$ cat config.mk
export PLATFORM = sky130hd
export DESIGN_NAME = chess_clock_ctrl
export DESIGN_NICKNAME = d
export VERILOG_FILES = /design/src/rtl/chess_clock_ctrl_pkg.sv /design/src/rtl/chess_clock_ctrl.sv
export SDC_FILE = /design/constraint.sdc
export NUM_CORES = 1
export LEC_CHECK = 0
export ABC_AREA = 1
export CAP_MARGIN = 20
export CORE_MARGIN = 5
export CORE_UTILIZATION = 55
export CTS_CLUSTER_DIAMETER = 100
export CTS_CLUSTER_SIZE = 24
export DETAILED_ROUTE_END_ITERATION = 12
export PLACE_DENSITY_LB_ADDON = 0.08
export SYNTH_ARGS = -nofsm -noshare
export SYNTH_HDL_FRONTEND = slang
export SYNTH_SLANG_ARGS = --single-unit
export TNS_END_PERCENT = 10
$ cat constraint.sdc
create_clock -name clk -period 2.89 [get_ports clk]
set_input_delay 0.289 -clock clk [delete_from_list [all_inputs] [get_ports clk]]
set_output_delay 0.289 -clock clk [all_outputs]
set_load 0.05 [all_outputs]
$ cat src/rtl/chess_clock_ctrl_pkg.sv
// Shared types for the chess game-clock controller: players, game results
// and the controller's FSM states.
package chess_clock_ctrl_pkg;

  typedef enum logic {
    WHITE = 1'b0,
    BLACK = 1'b1
  } player_t;

  typedef enum logic [1:0] {
    RES_NONE       = 2'd0,
    RES_WHITE_WINS = 2'd1,
    RES_BLACK_WINS = 2'd2
  } result_t;

  typedef enum logic [2:0] {
    IDLE,
    LOAD,
    ARM,
    WHITE_RUN,
    BLACK_RUN,
    GAME_OVER
  } clk_state_t;

  localparam int MOVE_CNT_W = 10;

endpackage

$ cat src/rtl/chess_clock_ctrl.sv
// Game-clock controller: loads both player timers at game start, enables the
// timer of the side to move, debounces move pulses with a holdoff window and
// reports flag-fall / resignation results with a full-move count.
module chess_clock_ctrl
  import chess_clock_ctrl_pkg::*;
#(
  parameter int MOVE_HOLDOFF = 4,
  parameter int MAX_MOVES    = 999
) (
  input  logic                  clk,
  input  logic                  reset_n,
  input  logic                  game_start,
  input  logic                  move_done,
  input  logic                  resign,
  input  logic                  white_time_up,
  input  logic                  black_time_up,
  output logic                  timer_load,
  output logic                  white_run,
  output logic                  black_run,
  output player_t               side_to_move,
  output logic                  game_over,
  output result_t               result,
  output logic [MOVE_CNT_W-1:0] move_count
);

  // A zero holdoff still needs a 1-bit counter that simply never leaves 0.
  localparam int HOLD_W = (MOVE_HOLDOFF > 0) ? $clog2(MOVE_HOLDOFF + 1) : 1;
  localparam logic [HOLD_W-1:0]     HOLD_LOAD = HOLD_W'(MOVE_HOLDOFF);
  localparam logic [MOVE_CNT_W-1:0] MOVE_MAX  = MOVE_CNT_W'(MAX_MOVES);

  clk_state_t              state_q, state_d;
  logic [HOLD_W-1:0]       hold_q, hold_d;
  player_t                 side_d;
  result_t                 result_d;
  logic [MOVE_CNT_W-1:0]   count_d;
  logic                    move_ok;

  // Next-state, game bookkeeping and holdoff counter update.
  always_comb begin
    state_d  = state_q;
    side_d   = side_to_move;
    result_d = result;
    count_d  = move_count;
    hold_d   = (hold_q != '0) ? hold_q - HOLD_W'(1) : hold_q;
    move_ok  = move_done && (hold_q == '0);
    unique case (state_q)
      IDLE, GAME_OVER: begin
        // New game state is set on entry to LOAD so it is visible alongside timer_load.
        if (game_start) begin
          state_d  = LOAD;
          side_d   = WHITE;
          result_d = RES_NONE;
          count_d  = '0;
        end
      end
      LOAD: state_d = ARM;
      ARM:  state_d = WHITE_RUN;
      WHITE_RUN: begin
        if (white_time_up || resign) begin
          state_d  = GAME_OVER;
          result_d = RES_BLACK_WINS;
        end else if (move_ok) begin
          state_d = BLACK_RUN;
          side_d  = BLACK;
          hold_d  = HOLD_LOAD;
        end
      end
      BLACK_RUN: begin
        if (black_time_up || resign) begin
          state_d  = GAME_OVER;
          result_d = RES_WHITE_WINS;
        end else if (move_ok) begin
          state_d = WHITE_RUN;
          side_d  = WHITE;
          hold_d  = HOLD_LOAD;
          count_d = (move_count < MOVE_MAX) ? move_count + MOVE_CNT_W'(1) : MOVE_MAX;
        end
      end
      default: state_d = IDLE;
    endcase
  end

  // State register and registered outputs derived from the next state.
  always_ff @(posedge clk or negedge reset_n) begin
    if (!reset_n) begin
      state_q      <= IDLE;
      hold_q       <= '0;
      timer_load   <= 1'b0;
      white_run    <= 1'b0;
      black_run    <= 1'b0;
      side_to_move <= WHITE;
      game_over    <= 1'b0;
      result       <= RES_NONE;
      move_count   <= '0;
    end else begin
      state_q      <= state_d;
      hold_q       <= hold_d;
      timer_load   <= (state_d == LOAD);
      white_run    <= (state_d == WHITE_RUN);
      black_run    <= (state_d == BLACK_RUN);
      side_to_move <= side_d;
      game_over    <= (state_d == GAME_OVER);
      result       <= result_d;
      move_count   <= count_d;
    end
  end

endmodule

==> results of run 1 <==
==> cell usage after synthesis <==
cell type | instances | share of area
o21ai_0 | 4 | 0.015
a21boi_0 | 1 | 0.0055
nand2_1 | 69 | 0.19
nand3_1 | 17 | 0.062
a21oi_1 | 2 | 0.0073
inv_2 | 4 | 0.011
nand2_2 | 2 | 0.0091
o21bai_1 | 1 | 0.0055
or2_2 | 1 | 0.0046
buf_2 | 2 | 0.0073
buf_6 | 1 | 0.0082
nand3_2 | 4 | 0.029
inv_1 | 25 | 0.068
nand4_1 | 7 | 0.032
nand3b_1 | 2 | 0.011
o211ai_1 | 1 | 0.0055
o21ai_2 | 1 | 0.0064
ha_1 | 4 | 0.036
o21ai_1 | 1 | 0.0036
dfrtp_1 | 23 | 0.42
nor2_1 | 24 | 0.066
==> worst max path at each step <==
stage                                to
after floorplan           move_count[6]
after detailed placement  move_count[9]
after CTS                 move_count[0]
after global routing      move_count[0]
after global placement    move_count[9]
final                     move_count[0]
==> stage by stage <==
step,cell area [um2],power (mW),hold slack (ns)
final,1654,1.274,0.3283
after global routing,1654,1.377,0.3478
after CTS,1654,1.279,0.3323
after detailed placement,1628,1.130,0.4710
after global placement,1628,1.091,0.4595
after floorplan,1374,0.9537,-0.006591
==> kinds of logic after synthesis <==
kind of cell,share of synthesized area
compound gates,0.04827
fa+ha+maj,0.03643
buf+inv,0.09471
flops,0.4189
simple gates,0.4016
==> registers in the layout, indices dropped and copies added, names as in the netlist <==
| register | flops |
|---|---|
| hold_q | 3 |
| move_count | 10 |
| side_to_move | 1 |
| black_run | 1 |
| white_run | 1 |
| result | 2 |
| state_q | 3 |
| game_over | 1 |
| timer_load | 1 |
==> placed cells by master, fill, tap and decap left out <==
cell type,count
nand3_1,17
clkbuf_4,3
or2_2,1
buf_4,1
nand2_1,69
nor2_1,24
nand3b_1,2
nand2_2,2
clkdlybuf4s50_1,23
ha_1,4
o21ai_0,4
o21ai_1,1
o211ai_1,1
nand4_1,7
o21ai_2,1
nand3_2,4
a21oi_1,2
inv_2,4
a21boi_0,1
clkbuf_1,1
dfrtp_1,23
o21bai_1,1
inv_1,25
==> report_power, final <==
group,switching [mW],total (mW),internal (mW),leakage [nW]
Sequential,0.0603,0.460,0.400,0.306
Combinational,0.456,0.666,0.210,0.537
Clock,0.0936,0.147,0.0538,0.0150
Total,0.610,1.27,0.664,0.858
==> area by class of cell <==
type	instances	area [um2]	area share
Multi-Input combinational cell	141	668.1	0.4039
Sequential cell	23	575.6	0.3480
Timing Repair Buffer	24	237.7	0.1437
Inverter	29	108.9	0.06581
Tap cell	30	37.54	0.02269
Clock buffer	4	26.28	0.01588
==> per-layer routing <==
layer,GRT usage,up-vias,wire [um]
met4,0.09810,0,43
met1,0.2510,604,1329
met5,0,-,0
li1,-,663,-
met3,0.02376,8,173
met2,0.3596,45,1630
==> results.md, run 1 <==
- 1st-iter DRT viols: 94
- Gp weighted congestion: between 0.9 and 1
- Post-CTS Resized: 0
- Post-route ant nets: 0
- Buf+Inv Stages, Crit Path: 1
- Post-Syn Area: between 1000 and 1500 um2
- Routed length per instance: 12.65 um
- # diodes: 0
- CTS Hold Bufs: 0
- Overflow after GRT: 0
- Leakage: ~0.86 nW
- Max VDD drop: between 0.6 and 0.7 mV
- Internal reg-to-reg setup slack: a little over 1 ns
- Post-Syn Instances: between 150 and 200
- Row count: 18
- CTS buffer count: 3
- Final Hold Viols: 0
- Worst r2r dst: move_count[9]
- Die Area: about 3600 um2
- Post-CTS Setup Repair Bufs: 0
- Cell variety after synth: 21
- Final net count: approximately 230
- Power density cells: 770.2 nW/um2
- Root Buffer: clkbuf_4
- Routed vias/inst: 5.259
- RSZ-0062 raised after global routing: false
- Startpoint types: flip-flop
- Pin count of the biggest net entering global routing: 24
- Clk Latency, worst-skew pair: approximately 0.3 ns
- Critical Path RT: between 2 and 3 ns
- Reg-to-reg critical path startpoint: hold_q[0]
- Worst reg-to-reg path cell count: 10
- Tot GR Track Use: 0.2066
- Worst-case clock buffer depth: 2
- Clock sinks: 23
- Final Max Slew Viols: 0
- Vias in the first global route: ~1300
- CP cell instances: clkdlybuf4s50_1
- Global-route wire length before repair: 5678 um
- Pre-CTS WS: about 1.1 ns
- Initial antenna violation count: 0
- Final Non-Filler Cells: 251
- Inst Count DP: between 200 and 250
- Worst min-delay path category: primary input to async pin
- Final setup fails: 0
- Synth Register Bits: 23
- Utilization after layout: 0.6800
- Die height: approximately 60 um
- Vias post-DR: roughly 1300
- Tightest Pin Transition: between 0.5 and 0.6 ns
- Critical path origin: move_count[0]
- Type of the worst setup path: flip-flop to primary output
- Die Wd: 59.98 um
- Boundary pin count: 24
- Slowest stage cell, crit path: clkdlybuf4s50_1
- Fraction of the cycle the final worst path needs: 0.7006
- CTS tree: yes
- Sequential area share after synthesis: 0.4189
- CP delay by family, top: buffers and inverters
- F_max: ~0.49 GHz
- Drt drc: 0
- Final WS setup: around 0.87 ns
- CP arrival: around 1.7 ns
- Max-Cap Viols: 0
- Layout cell share with drive strength beyond 1: 0.07240
- Final wirelength: roughly 3200 um
- Clock-pin slew reported for the worst setup and hold paths after clock tree synthesis: between 0.1 and 0.15 ns
- H-tree depth: 1
- Drt pass-1 iters: 4
- Setup TNS Final: 0 ns
- Min Clock Period, post-route: between 2 and 2.5 ns
- Status: finished clean
- Syn Nets: 207
- CP max stage delay: approximately 0.88 ns
- Skew final: ~0.0014 ns
- Slew HR: 0.6575
- Syn avg cell area: 7.009 um2
- Crit path depth: 1
- CP endpoint kind: primary output
- Port Buffers: 23
- Filler cells: 206
- Post-DP HPWL: about 2400 um
- Initial Util: 0.5648
- Area grow syn2layout: 20.40%
- Core footprint: 2432 um2
- CP Max Fanout: 11
- Warnings, synthesis: 0
No activity file was read; power rests on OpenSTA's default activity.
==> run 2, diff against run 1 <==
Settings changed: CORE_UTILIZATION 55 to 47.
Clock period 2.89 ns to 1.7 ns, I/O delays scaled along.
==> results.md, run 2 (synthesized netlist as in run 1, its figures left out) <==
- Type of the worst setup path: flip-flop to primary output
- Final total power: 2.213 mW (+74%)
- Area grow syn2layout: 23.31%
- CP arrival: 1.45 ns (-0.29 ns)
- Final setup fails: 0 (unchanged)
- Final WS setup: 0.07732 ns (-0.7878 ns)
- Tightest Pin Transition: 0.5034 ns (-0.008692 ns)
- Int Power: 1.164 mW (+75%)
- Reg with most FFs: move_count
- H-tree depth: 1 (unchanged)
- Final Max Slew Viols: 0 (unchanged)
- Root Buffer: clkbuf_4
- Die Wd: 64.07 um (+6.8%)
- Routed length per instance: 11.69 um (-7.6%)
- Global-route wire length before repair: 5050 um (-11%)
- Startpoint types: flip-flop
- Met2 routed WL: 1506 um (-7.6%)
- Initial antenna violation count: 0 (unchanged)
- Max FFs per register: 10 (unchanged)
- Inst Count DP: 253 (+2.4%)
- Status: finished clean
- Worst-case clock buffer depth: 2 (unchanged)
- Sw frac: 0.4741 (-0.004560)
- Vias in the first global route: 1175 (-11%)
- Leakage: 0.9266 nW (+8.0%)
- Drt drc: 0 (unchanged)
- Power density cells: 1306 nW/um2 (+70%)
- Pin count of the biggest net entering global routing: 24 (unchanged)
- Tot GR Track Use: 0.1482 (-0.05834)
- CTS tree: yes
- Utilization after layout: 0.6091 (-0.07095)
- Vias post-DR: 1333 (+0.98%)
- Net switching power: 1.049 mW (+72%)
- Clock power frac: 0.115 (about the same)
- Fraction of the cycle the final worst path needs: 0.9545
- Overflow after GRT: 0 (unchanged)
- Final Non-Filler Cells: 257 (+2.4%)
- Slew HR: 0.6639 (+0.006315)
- Die Area: 4104 um2 (+14%)
- Final net count: 238 (+2.1%)
- Layout cell share with drive strength beyond 1: 0.1858 (+0.1134)
- Boundary pin count: 24 (unchanged)
- Post-route ant nets: 0 (unchanged)
- Critical Path RT: 1.53 ns (-1.07 ns)
- # diodes: 0 (unchanged)
- Final wirelength: 3004 um (-5.4%)
- Max VDD drop: 0.9882 mV (+51%)
- Max-Cap Viols: 0 (unchanged)
- CP endpoint kind: primary output
- Most frequent cells in the layout: nand2_1 (69), inv_1 (23), dfrtp_1 (23)
- Row count: 19 (+1)
- F_max: roughly 0.62 GHz
- Port Buffers: 23 (unchanged)
- Worst min-delay path category: primary input to async pin
- RSZ-0062 raised after global routing: true
- Clock-pin slew reported for the worst setup and hold paths after clock tree synthesis: 0.13 ns (about the same)
- Skew final: 0.004901 ns (+0.003469 ns)
- Core footprint: 2781 um2 (+14%)
- Slowest stage cell, crit path: clkdlybuf4s50_1
- 1st-iter DRT viols: 148 (+57%)
- Initial Util: 0.4939 (-0.07089)
- Drt pass-1 iters: 4 (unchanged)
- Min Clock Period, post-route: ~1.6 ns
- CP delay by family, top: buffers and inverters
- Buf+Inv Stages, Crit Path: 1 (unchanged)
- CP Max Fanout: 1 (-10)
- Worst reg-to-reg path cell count: 10 (unchanged)
- Gp weighted congestion: 0.8890 (-4.1%)
- Top Registers: move_count (10), hold_q (3), state_q (3)
- CP max stage delay: 0.80 ns (-0.08 ns)
- CTS buffer count: 3 (unchanged)
- Commonest non-fill, non-tap cell in the layout: nand2_1
- CP cell instances: clkdlybuf4s50_1
- Final Hold Viols: 0 (unchanged)
- Clk Latency, worst-skew pair: 0.31 ns (about the same)
- Sequential share of power: 0.351 (-0.010)
- Pre-CTS WS: -0.04805 ns (-1.113 ns)
- Met3 WL: 198 um (+14%)
- Crit path depth: 1 (unchanged)
- Routed vias/inst: 5.187 (-1.4%)
- Clock sinks: 23 (unchanged)
- Max layer used: met4
- Comb pwr share: 0.534 (+0.011)
- Die height: 64.07 um (+6.8%)
- Wire length on met1: 1266 um (-4.7%)
- Post-DP HPWL: 2307 um (-4.5%)
## run 2: cell types whose count changed in the layout (fill, tap and decap cells not counted), sizes merged
cell	delta
buf	+18
clkdlybuf4s50	-14
dlymetal6s2s	+1
## run 2: cell type report
| type | instances | area, um2 |
|---|---|---|
| clock buffers | 4 | 26.28 |
| fillers | 260 | 1087 |
| inverters | 29 | 108.9 |
| multi-input cells | 141 | 699.4 |
| flip-flops and latches | 23 | 575.6 |
| well taps | 31 | 38.79 |
| repair buffers | 29 | 245.2 |
## run 2: final timing paths
path	start	to	slack, ns
max	game_over	game_over	0.08
min	reset_n	move_count[3]	0.19
max reg2reg	hold_q[0]	move_count[4]	0.10
min reg2reg	result[1]	result[1]	0.49
max in group asynchronous	reset_n	timer_load	1.28
min in group clk	result[1]	result[1]	0.49
## run 2: routing by layer
metal / up-vias / GRT usage
li1: 677 / -
met1: 608 / 0.1838
met4: 0 / 0.04935
met5: - / 0
met3: 4 / 0.02977
met2: 44 / 0.2550
## run 2: worst register-to-register path, stage by stage, from the launching register on
cell and delay [ns]:
dfrtp_1 0.40, inv_1 0.08, ha_2 0.18, ha_2 0.19, nand2_2 0.06, inv_2 0.08, nand2_1 0.06, nand2_2 0.10
nand3_4 0.17, nand2_1 0.12, o21ai_2 0.05
## run 2: power by group through the flow
stage / sequential, mW / clock [mW] / combinational [mW]
4_1_cts: 0.775 / 0.267 / 1.15
3_5_place_dp: 0.787 / 0 / 1.12
3_3_place_gp: 0.778 / 0 / 1.10
6_report: 0.776 / 0.255 / 1.18
5_1_grt: 0.800 / 0.292 / 1.32
2_1_floorplan: 1.01 / 0 / 0.616
## run 2: per-stage QoR
stage / area [um2] / setup TNS (ns) / hold slack [ns]
global placement: 1634 / 0 / 0.4594
global route: 1694 / -0.01317 / 0.2103
CTS: 1668 / 0 / 0.1955
detailed placement: 1634 / -0.06740 / 0.4693
floorplan: 1374 / 0 / -0.1256
finish: 1694 / 0 / 0.1945
## run 2: repair_timing
action | 4_1_cts | 5_1_grt
gates resized for setup | 2 | 11
pin swaps | 0 | 1
hold endpoints to repair | 0 | 0
setup endpoints to repair | 10 | 16
hold buffers | 0 | 0
buffers inserted | 0 | 0
